<file path="config.mk">
export PLATFORM = sky130hd
export DESIGN_NAME = lane_sprite_plotter
export DESIGN_NICKNAME = d
export VERILOG_FILES = /design/src/rtl/lane_sprite_plotter.sv
export SDC_FILE = /design/constraint.sdc
export NUM_CORES = 1
export LEC_CHECK = 0
export BUFFER_PORTS_ARGS = -buffer_cell sky130_fd_sc_hd__buf_2
export CAP_MARGIN = 5
export CORE_ASPECT_RATIO = 0.8
export CORE_MARGIN = 2
export CORE_UTILIZATION = 55
export CTS_CLUSTER_SIZE = 24
export DETAILED_ROUTE_END_ITERATION = 10
export PLACE_DENSITY = 0.79
export SKIP_LAST_GASP = 1
export SLEW_MARGIN = 20
export SYNTH_ARGS = -nofsm -noshare
export SYNTH_HDL_FRONTEND = slang
export SYNTH_SLANG_ARGS = --single-unit
</file>
<file path="constraint.sdc">
create_clock -name CLOCK_50 -period 4.98 [get_ports CLOCK_50]
set_clock_uncertainty 0.1 [all_clocks]
set_input_delay 0.249 -clock CLOCK_50 [delete_from_list [all_inputs] [get_ports CLOCK_50]]
set_output_delay 0.249 -clock CLOCK_50 [all_outputs]
set_load 0.03 [all_outputs]
</file>
<file path="src/rtl/lane_sprite_plotter.sv">
// lane_sprite_plotter
//
// Erase-then-draw pixel sequencer that sits between CharacterFSM and the
// VGA adapter. Each accepted move first paints the sprite box at the old
// lane with the background colour. It then paints the box at the new lane
// with the foreground colour, one pixel per clock, and finishes with a
// single-cycle DoneDrawing pulse. After reset the box at CurrState is drawn
// once without waiting for Start, so the sprite is visible from power-up.
//
// Ports:
//   CLOCK_50     in   1  system clock, rising edge
//   Reset        in   1  asynchronous reset, active low
//   Start        in   1  one-cycle move request (honoured only in IDLE)
//   CurrState    in   4  new lane index (clamped to NUM_POS-1)
//   PrevState    in   4  old lane index (clamped to NUM_POS-1)
//   XOut         out  8  pixel X
//   YOut         out  7  pixel Y
//   Color        out  3  pixel colour
//   Plot         out  1  pixel write strobe
//   Busy         out  1  high from the first Plot cycle through DoneDrawing
//   DoneDrawing  out  1  one-cycle completion pulse
//
// state | meaning
// IDLE  | waiting for the power-up draw or for a Start request
// ERASE | scanning the box at prev_pos with BG_COLOR
// DRAW  | scanning the box at cur_pos with FG_COLOR
// DONE  | one-cycle DoneDrawing pulse, then back to IDLE

module lane_sprite_plotter #(
    parameter int         NUM_POS  = 4,
    parameter int         SPRITE_W = 8,
    parameter int         SPRITE_H = 8,
    parameter int         X_ORIGIN = 20,
    parameter int         X_PITCH  = 32,
    parameter int         Y_ROW    = 100,
    parameter logic [2:0] FG_COLOR = 3'b111,
    parameter logic [2:0] BG_COLOR = 3'b000
) (
    input  logic       CLOCK_50,
    input  logic       Reset,
    input  logic       Start,
    input  logic [3:0] CurrState,
    input  logic [3:0] PrevState,
    output logic [7:0] XOut,
    output logic [6:0] YOut,
    output logic [2:0] Color,
    output logic       Plot,
    output logic       Busy,
    output logic       DoneDrawing
);

    typedef enum logic [1:0] {
        IDLE  = 2'd0,
        ERASE = 2'd1,
        DRAW  = 2'd2,
        DONE  = 2'd3
    } state_t;

    state_t     state;
    logic       init_pending;
    logic [3:0] cur_pos;
    logic [3:0] prev_pos;
    logic [7:0] col;
    logic [6:0] row;

    logic [3:0] curr_clamped;
    logic [3:0] prev_clamped;
    logic [3:0] scan_pos;
    logic [8:0] x_sum;
    logic [6:0] y_sum;
    logic       col_last;
    logic       row_last;
    logic       x_unused;

    // Out-of-range lane indices snap to the rightmost lane.
    function automatic logic [3:0] clamp_pos(input logic [3:0] p);
        if (int'(p) >= NUM_POS) begin
            return 4'(NUM_POS - 1);
        end
        return p;
    endfunction

    always_comb begin
        curr_clamped = clamp_pos(CurrState);
        prev_clamped = clamp_pos(PrevState);
        scan_pos     = (state == ERASE) ? prev_pos : cur_pos;
        // Sum carried at 9 bits; only the low 8 reach the screen.
        x_sum        = 9'(X_ORIGIN + int'(scan_pos) * X_PITCH + int'(col));
        y_sum        = 7'(Y_ROW + int'(row));
        col_last     = (col == 8'(SPRITE_W - 1));
        row_last     = (row == 7'(SPRITE_H - 1));
    end

    // Parameter limits keep the box on screen, so the carry bit is dropped.
    assign x_unused = x_sum[8];

    always_ff @(posedge CLOCK_50 or negedge Reset) begin
        if (!Reset) begin
            state        <= IDLE;
            init_pending <= 1'b1;
            cur_pos      <= '0;
            prev_pos     <= '0;
            col          <= '0;
            row          <= '0;
            XOut         <= '0;
            YOut         <= '0;
            Color        <= '0;
            Plot         <= 1'b0;
            Busy         <= 1'b0;
            DoneDrawing  <= 1'b0;
        end else begin
            case (state)
                IDLE: begin
                    Plot        <= 1'b0;
                    Color       <= '0;
                    Busy        <= 1'b0;
                    DoneDrawing <= 1'b0;
                    col         <= '0;
                    row         <= '0;
                    if (init_pending) begin
                        // Power-up draw: nothing on screen yet, so no erase;
                        // a concurrent Start is not honoured.
                        cur_pos      <= curr_clamped;
                        init_pending <= 1'b0;
                        state        <= DRAW;
                    end else if (Start) begin
                        cur_pos  <= curr_clamped;
                        prev_pos <= prev_clamped;
                        state    <= (curr_clamped == prev_clamped) ? DRAW : ERASE;
                    end
                end

                ERASE, DRAW: begin
                    Plot        <= 1'b1;
                    Busy        <= 1'b1;
                    DoneDrawing <= 1'b0;
                    Color       <= (state == ERASE) ? BG_COLOR : FG_COLOR;
                    XOut        <= x_sum[7:0];
                    YOut        <= y_sum;
                    if (col_last) begin
                        col <= '0;
                        if (row_last) begin
                            row   <= '0;
                            state <= (state == ERASE) ? DRAW : DONE;
                        end else begin
                            row <= row + 7'd1;
                        end
                    end else begin
                        col <= col + 8'd1;
                    end
                end

                DONE: begin
                    Plot        <= 1'b0;
                    Color       <= '0;
                    Busy        <= 1'b1;
                    DoneDrawing <= 1'b1;
                    state       <= IDLE;
                end

                default: begin
                    state <= IDLE;
                end
            endcase
        end
    end

endmodule

</file>
==> impl_summary.log, run 1 <==
[metrics] part of the Yosys area used for sequential elements: 48.6%
[metrics] max-slew violation total from the final report: 0
[metrics] count of unresolved DRC violations after routing: 0
[metrics] Mapped Avg Cell Area: 10.7 um2
[metrics] hold buffer count at cts: 0
[metrics] transition time at the pin with the least slew margin: 894 ps
[metrics] startpoint of the most critical register-to-register path: state[0]
[metrics] routability cong.: 0.812
[metrics] maximum level of the CTS H-tree: 2
[metrics] first drt pass iteration count: 4
[metrics] Gate power share: 1.9%
[metrics] ANT nets after route: 0
[metrics] Net count, final: 264
[metrics] standby leakage power: 1.15 nW
[metrics] antenna violations before repair: 0
[metrics] cell type with the highest aggregate area in the netlist: sky130_fd_sc_hd__dfrtp_1
[metrics] vias post-DR: 1558
[metrics] switching part of the total: 18.1%
[metrics] remaining max-slew budget at the tightest pin: roughly two fifths
[metrics] clock-pin slew on the worst setup and hold paths: roughly 80 ps
[metrics] maximum clock path buffer count: 2
[metrics] Sequential Power Share: 51.7%
[metrics] delay of the slowest cell on the worst path: 800 ps
[metrics] I/O pin total: 32
[metrics] combined area of all synthesized cells: 0.00222 mm2
[metrics] share of the cycle needed by the critical path after routing: 54.0%
[metrics] internal cell power: 0.553 mW
[metrics] largest net degree at the start of global routing: 44
[metrics] TritonCTS Sinks: 43
[metrics] Filler cells: 319
[metrics] antenna diode count: 0
[metrics] number of global-route vias before repair: 1528
[metrics] worst hold-check path type: in -> async
[metrics] die area: 0.00456 mm2
[metrics] leading register cell type out of synthesis: sky130_fd_sc_hd__dfrtp_1
[metrics] vias per inst: 5.28
[metrics] CP dominant cell by count: sky130_fd_sc_hd__inv_1
[metrics] top post-synthesis cells by area: sky130_fd_sc_hd__dfrtp_1 (47%), sky130_fd_sc_hd__ha_1 (7.9%), sky130_fd_sc_hd__mux2_2 (5.6%)
[metrics] clock root cell: sky130_fd_sc_hd__clkbuf_8
[metrics] Worst Reg2Reg Path Length in Cells: 6
[metrics] min cycle time layout: 2690 ps
[metrics] wire length per cell: 13.3 um
[metrics] highest achievable clock rate: 372 MHz
[metrics] aggregate negative setup slack: 0 ps
[metrics] Synth async-reset ratio: 100%
[metrics] Hold WS: -24.4 ps
[metrics] kind of end point of the critical path: flip-flop
[metrics] placed inst area: 0.00238 mm2
[metrics] cts repair resizes: 0
[metrics] worst-path maximum fanout: 22
[metrics] global-route wire length before repair: 6.83 mm
[metrics] CP Cell Sequence: inv_1 > ha_1 > inv_1 > a21oi_1 > nand3_2 > o22ai_1
[metrics] arithmetic-cell share of the synthesized area counting full adders, half adders and majority gates: 7.91%
[metrics] detailed-route wire length: 3.93 mm
[metrics] area of the placeable core: 0.00383 mm2
[metrics] setup repair after global routing missed its margin: no
[metrics] clk_lat worst skew: 290 ps
[metrics] synthesized-area fraction occupied by and/or/nand/nor cells: 15.8%
[metrics] share of Yosys cell area claimed by the top area cell type: 47.4%
[metrics] sequential standard cell area: 0.00108 mm2
[metrics] overall track demand over capacity in global routing: 20.3%
[metrics] unique cell type count in the Yosys netlist: 38
[metrics] iteration-0 DRC count of the detailed router: 49
[metrics] result of the run: complete, but fails checks
[metrics] Max-Cap Viols: 0
[metrics] maximum VDD drop: 175 uV
[metrics] floorplan die height: 60.8 um
[metrics] nature of the critical path startpoint: flip-flop
[metrics] effective utilization at floorplan: 57.9%
[metrics] Area Growth Syn to Fin: 13.5%
[metrics] Fin. Hold Viols: 42
[metrics] total CTS buffers: 5
[metrics] clock tree from TritonCTS: built
[metrics] net switching power figure: 0.122 mW
[metrics] finished layout cell area: 0.00251 mm2
[metrics] post-synthesis compound-gate area fraction: between 10 and 15%
[metrics] failing checks: negative hold slack
[metrics] Port Buffer Count: 31
[metrics] total of endpoints with negative setup slack in the final report: 0
[metrics] syn_nets: 233
[metrics] Die Width: 75.0 um
[metrics] HPWL after detailed placement: ~2.8 mm
[metrics] multi-input gate area in the final layout: 0.00105 mm2
[metrics] buffer count from post-CTS setup fixing: 0
[metrics] power per standard cell area: 268 mW/mm2
[metrics] count of synthesis-stage warnings from yosys: 0
[metrics] FP Rows: 20
[metrics] Crit-path slowest cell: sky130_fd_sc_hd__ha_1
[metrics] register bit count reported by yosys: 43
[metrics] Clock power frac: 46.5%
[metrics] number of synthesized flops with an enable pin: 0
[metrics] main combinational cell family by area after synthesis: simple AND/OR/NAND/NOR gates
[metrics] Crit Path Category: reg -> reg
[metrics] data required time at the worst endpoint: 5090 ps
[metrics] leftover overflow at the end of global routing: 0
[metrics] multiplexer share of the synthesized area: 6.49%
[metrics] Bufs and invs on worst path: 2
[metrics] delay-heaviest family, CP: adder cells
[metrics] synthesized instance count: about 210
[metrics] worst endpoint data arrival time: 2800 ps
[metrics] parity-gate share of the synthesized area counting xor and xnor cells: 6.32%
[metrics] proportion of layout cells with a drive suffix above 1: a little under a quarter
[metrics] critical register-to-register path endpoint: row[5]
[metrics] internal reg-to-reg setup slack: about 2300 ps
==> cells in the final DEF, fill, tap and decap left out, types with 2 or more instances in the layout <==
master                      instances
sky130_fd_sc_hd__a21o_1             2
sky130_fd_sc_hd__a21oi_1           13
sky130_fd_sc_hd__a31oi_1            2
sky130_fd_sc_hd__and2_1             3
sky130_fd_sc_hd__buf_2             31
sky130_fd_sc_hd__bufinv_16          2
sky130_fd_sc_hd__clkbuf_8           5
sky130_fd_sc_hd__dfrtp_1           42
sky130_fd_sc_hd__ha_1              14
sky130_fd_sc_hd__inv_1              9
sky130_fd_sc_hd__mux2_2            11
sky130_fd_sc_hd__mux2i_1            2
sky130_fd_sc_hd__nand2_1           22
sky130_fd_sc_hd__nand3_1            4
sky130_fd_sc_hd__nor2_1            13
sky130_fd_sc_hd__nor2b_1            7
sky130_fd_sc_hd__nor3_1             7
sky130_fd_sc_hd__nor4b_4            2
sky130_fd_sc_hd__o21ai_0           15
sky130_fd_sc_hd__o22ai_1            2
sky130_fd_sc_hd__xnor2_1           10
sky130_fd_sc_hd__xor2_1             6
==> logic make-up (layout without fill, tap and decap cells) <==
| kind of cell | Yosys count | in the layout |
|---|---|---|
| AOI/OAI and AO/OA | 41 | 41 |
| xor gates and xnor gates | 16 | 16 |
| adders and majority gates | 14 | 14 |
| buffers and inverters | 16 | 48 |
| DFF | 43 | 43 |
| muxes | 13 | 13 |
| and+or+nand+nor | 65 | 65 |
==> layout make-up <==
cell class              instances  area share, %
clock inverters                 2           2.39
inverters                       9           1.34
well taps                      55           2.74
flip-flops and latches         43           42.8
repair buffers                 31           6.17
multi-input cells             149           41.6
clock buffers                   6           2.89
==> metrics by stage <==
step                util, %  setup WS (ps)  power, mW  instances
detailed placement     62.2           2290      0.369        287
global route           65.7           2040      0.698        295
CTS                    65.7           2280      0.683        295
finish                 65.7           2290      0.675        295
global placement       62.2           2390      0.369        287
floorplan                 -           2790      0.358        208
==> cells in the mapped netlist (4+ instances only) <==
master                    count
sky130_fd_sc_hd__o21ai_0     15
sky130_fd_sc_hd__dfrtp_1     42
sky130_fd_sc_hd__inv_1        9
sky130_fd_sc_hd__nor2_1      13
sky130_fd_sc_hd__xnor2_1     10
sky130_fd_sc_hd__ha_1        14
sky130_fd_sc_hd__nor2b_1      7
sky130_fd_sc_hd__nand2_1     22
sky130_fd_sc_hd__a21oi_1     13
sky130_fd_sc_hd__nand3_1      4
sky130_fd_sc_hd__nor3_1       7
sky130_fd_sc_hd__mux2_2      11
sky130_fd_sc_hd__xor2_1       6
==> power groups by stage <==
stage / registers, mW / clock network, mW / logic [mW]
global placement: 0.356 / 0 / 0.0131
floorplan: 0.356 / 0 / 0.00187
detailed placement: 0.356 / 0 / 0.0131
finish: 0.349 / 0.313 / 0.0125
CTS: 0.349 / 0.321 / 0.0132
global route: 0.349 / 0.334 / 0.0151
==> worst max-delay path by stage <==
stage / startpoint / to / slack (ps) / depth (start not counted)
after floorplan: state[1] / XOut[7] / 2790 / 8
after global placement: state[0] / row[5] / 2390 / 6
after detailed placement: state[0] / row[5] / 2290 / 6
after CTS: state[0] / row[5] / 2280 / 6
after global routing: state[0] / row[5] / 2040 / 6
final: state[0] / row[5] / 2290 / 6
==> layer usage <==
layer / part of all wire (%) / vias to the layer above / track usage [%]
met1: 49 / 730 / 27.7
met5: 0 / - / 0
met4: 1.8 / 0 / 9.95
met2: 44 / 42 / 30.5
li1: - / 779 / -
met3: 4.4 / 7 / 5.15
==> flip-flops by register name, summed over array words and instances (netlist names) <==
name / cells
prev_pos: 3
init_pending: 1
row: 7
XOut: 8
DoneDrawing: 1
state: 2
YOut: 7
Busy: 1
Plot: 1
cur_pos: 3
col: 8
Color: 1
(Power assumes the default switching activity.)
==> run 2: changes to the inputs <==
--- a/config.mk
+++ b/config.mk
@@ -9,10 +9,10 @@
 export CAP_MARGIN = 5
 export CORE_ASPECT_RATIO = 0.8
 export CORE_MARGIN = 2
-export CORE_UTILIZATION = 55
+export CORE_UTILIZATION = 51
 export CTS_CLUSTER_SIZE = 24
 export DETAILED_ROUTE_END_ITERATION = 10
-export PLACE_DENSITY = 0.79
+export PLACE_DENSITY = 0.77
 export SKIP_LAST_GASP = 1
 export SLEW_MARGIN = 20
 export SYNTH_ARGS = -nofsm -noshare
==> constraint.sdc (replaced) <==
create_clock -name CLOCK_50 -period 2.4 [get_ports CLOCK_50]
set_clock_uncertainty 0.1 [all_clocks]
set_input_delay 0.12 -clock CLOCK_50 [delete_from_list [all_inputs] [get_ports CLOCK_50]]
set_output_delay 0.12 -clock CLOCK_50 [all_outputs]
set_load 0.03 [all_outputs]
==> impl_summary.log, run 2 (same netlist as run 1, synthesis figures left out) <==
[metrics] result of the run: complete, no violations
[metrics] max-slew violation total from the final report: 0
[metrics] vias per inst: 5.20
[metrics] utilization of the core after routing: 60.0%
[metrics] Port Buffer Count: 31
[metrics] Die Width: 77.7 um
[metrics] Regs by FF count: XOut x8, col x8
[metrics] transition time at the pin with the least slew margin: a little over 900 ps
[metrics] clock-pin slew on the worst setup and hold paths: 80 ps
[metrics] ANT nets after route: 0
[metrics] leftover overflow at the end of global routing: 0
[metrics] maximum clock path buffer count: 2
[metrics] standby leakage power: 1.14 nW
[metrics] detailed-route wire length: 3.88 mm
[metrics] I/O pin total: 32
[metrics] kind of end point of the critical path: flip-flop
[metrics] TritonCTS Sinks: 43
[metrics] HPWL after detailed placement: 2.89 mm
[metrics] leading cell type in the layout, fill and taps excluded: sky130_fd_sc_hd__dfrtp_1
[metrics] maximum VDD drop: 341 uV
[metrics] worst endpoint data arrival time: 2340 ps
[metrics] area of the placeable core: between 0.004 and 0.005 mm2
[metrics] vias post-DR: 1559
[metrics] commonest cells after routing, fill and taps aside: sky130_fd_sc_hd__dfrtp_1 (42), sky130_fd_sc_hd__buf_2 (31), sky130_fd_sc_hd__nand2_1 (22), sky130_fd_sc_hd__o21ai_0 (14)
[metrics] remaining max-slew budget at the tightest pin: 39.1%
[metrics] global-route wire length before repair: 6.99 mm
[metrics] count of unresolved DRC violations after routing: 0
[metrics] Max-Cap Viols: 0
[metrics] buffer count from post-CTS setup fixing: 0
[metrics] multi-input gate area in the final layout: 0.00105 mm2
[metrics] wire length per cell: 12.9 um
[metrics] min cycle time layout: 2260 ps
[metrics] number of instances in the placed design: about 300
[metrics] FP Rows: 21
[metrics] floorplan die height: between 60 and 70 um
[metrics] setup repair after global routing missed its margin: no
[metrics] antenna violations before repair: 0
[metrics] power per standard cell area: 481 mW/mm2
[metrics] internal reg-to-reg setup slack: 140 ps
[metrics] highest achievable clock rate: between 400 and 500 MHz
[metrics] Area Growth Syn to Fin: 13.2%
[metrics] first drt pass iteration count: 4
[metrics] effective utilization at floorplan: 53.0%
[metrics] total of endpoints with negative setup slack in the final report: 0
[metrics] clk_lat worst skew: 290 ps
[metrics] Crit Path Category: reg -> reg
[metrics] Fin. Hold Viols: 0
[metrics] clock tree from TritonCTS: built
[metrics] largest net degree at the start of global routing: 44
[metrics] aggregate negative setup slack: 0 ps
[metrics] Filler cells: about 350
[metrics] sequential standard cell area: 0.00108 mm2
[metrics] routability cong.: 0.812
[metrics] antenna diode count: 0
[metrics] iteration-0 DRC count of the detailed router: 93
[metrics] die area: 0.00489 mm2
[metrics] overall track demand over capacity in global routing: 18.2%
[metrics] data required time at the worst endpoint: 2480 ps
[metrics] proportion of layout cells with a drive suffix above 1: about a quarter
[metrics] worst hold-check path type: in -> reg
[metrics] Non-Filler Instances: 300
[metrics] share of the cycle needed by the critical path after routing: 94.2%
[metrics] nature of the critical path startpoint: flip-flop
[metrics] clock root cell: sky130_fd_sc_hd__clkbuf_8
[metrics] worst-path maximum fanout: 4
[metrics] maximum level of the CTS H-tree: 2
[metrics] Net count, final: 268
[metrics] number of global-route vias before repair: 1542
[metrics] total CTS buffers: 5
==> run 2: report_power, final <==
part           internal, mW  leakage, nW  switching, mW  total, mW
clock network         0.226       0.0470          0.228      0.454
registers             0.724        0.531              0      0.724
logic               0.00889        0.565         0.0191     0.0280
total                 0.959         1.14          0.247       1.21
==> run 2: what timing repair did <==
item	4_1_cts	5_1_grt
hold buffers	1	0
hold endpoints to repair	42	0
resized for setup	0	3
setup endpoints to repair	0	1
==> run 2: worst paths after layout <==
kind / depth (start not counted) / start / endpoint
worst max-delay path: 8 / state[1] / XOut[7]
worst min-delay path: 3 / PrevState[0] / prev_pos[0]
worst max register to register: 8 / state[1] / XOut[7]
worst min register to register: 2 / YOut[3] / YOut[3]
max in group asynchronous: 2 / Reset / col[5]
min in group asynchronous: 2 / Reset / YOut[4]
==> run 2: critical path, stage by stage, from the launching register on <==
cell	delay (ps)
sky130_fd_sc_hd__dfrtp_1	430
sky130_fd_sc_hd__inv_2	100
sky130_fd_sc_hd__ha_2	220
sky130_fd_sc_hd__mux2_2	350
sky130_fd_sc_hd__ha_1	320
sky130_fd_sc_hd__a21oi_1	160
sky130_fd_sc_hd__o21ai_1	100
sky130_fd_sc_hd__xnor2_1	130
sky130_fd_sc_hd__mux2_2	250
==> run 2: metal layers <==
layer / GRT usage (%) / vias to the layer above / wire, um
met3: 3.90 / 7 / 129
met2: 27.7 / 24 / 1690
li1: - / 786 / -
met4: 6.70 / 0 / 59
met5: 0 / - / 0
met1: 25.7 / 742 / 2000
==> run 2: metrics by stage <==
step | total power [mW] | hold WS, ps | cell area [um2] | worst slack, ps
6_report | 1.21 | 36.8 | 2510 | 140
5_1_grt | 1.26 | 76.6 | 2510 | 14.7
4_1_cts | 1.22 | 33.6 | 2500 | 52.4
3_5_place_dp | 0.766 | 208 | 2410 | 67.2
3_3_place_gp | 0.765 | 206 | 2410 | 154
2_1_floorplan | 0.742 | -276 | 2220 | 212
==> run 2: area by class of cell <==
cell class / count / area share [%]
Tap cell: 57 / 2.84
Clock inverter: 1 / 0.200
Sequential cell: 43 / 43.0
Timing Repair Buffer: 35 / 7.49
Multi-Input combinational cell: 149 / 41.9
Inverter: 9 / 1.35
Clock buffer: 6 / 3.29
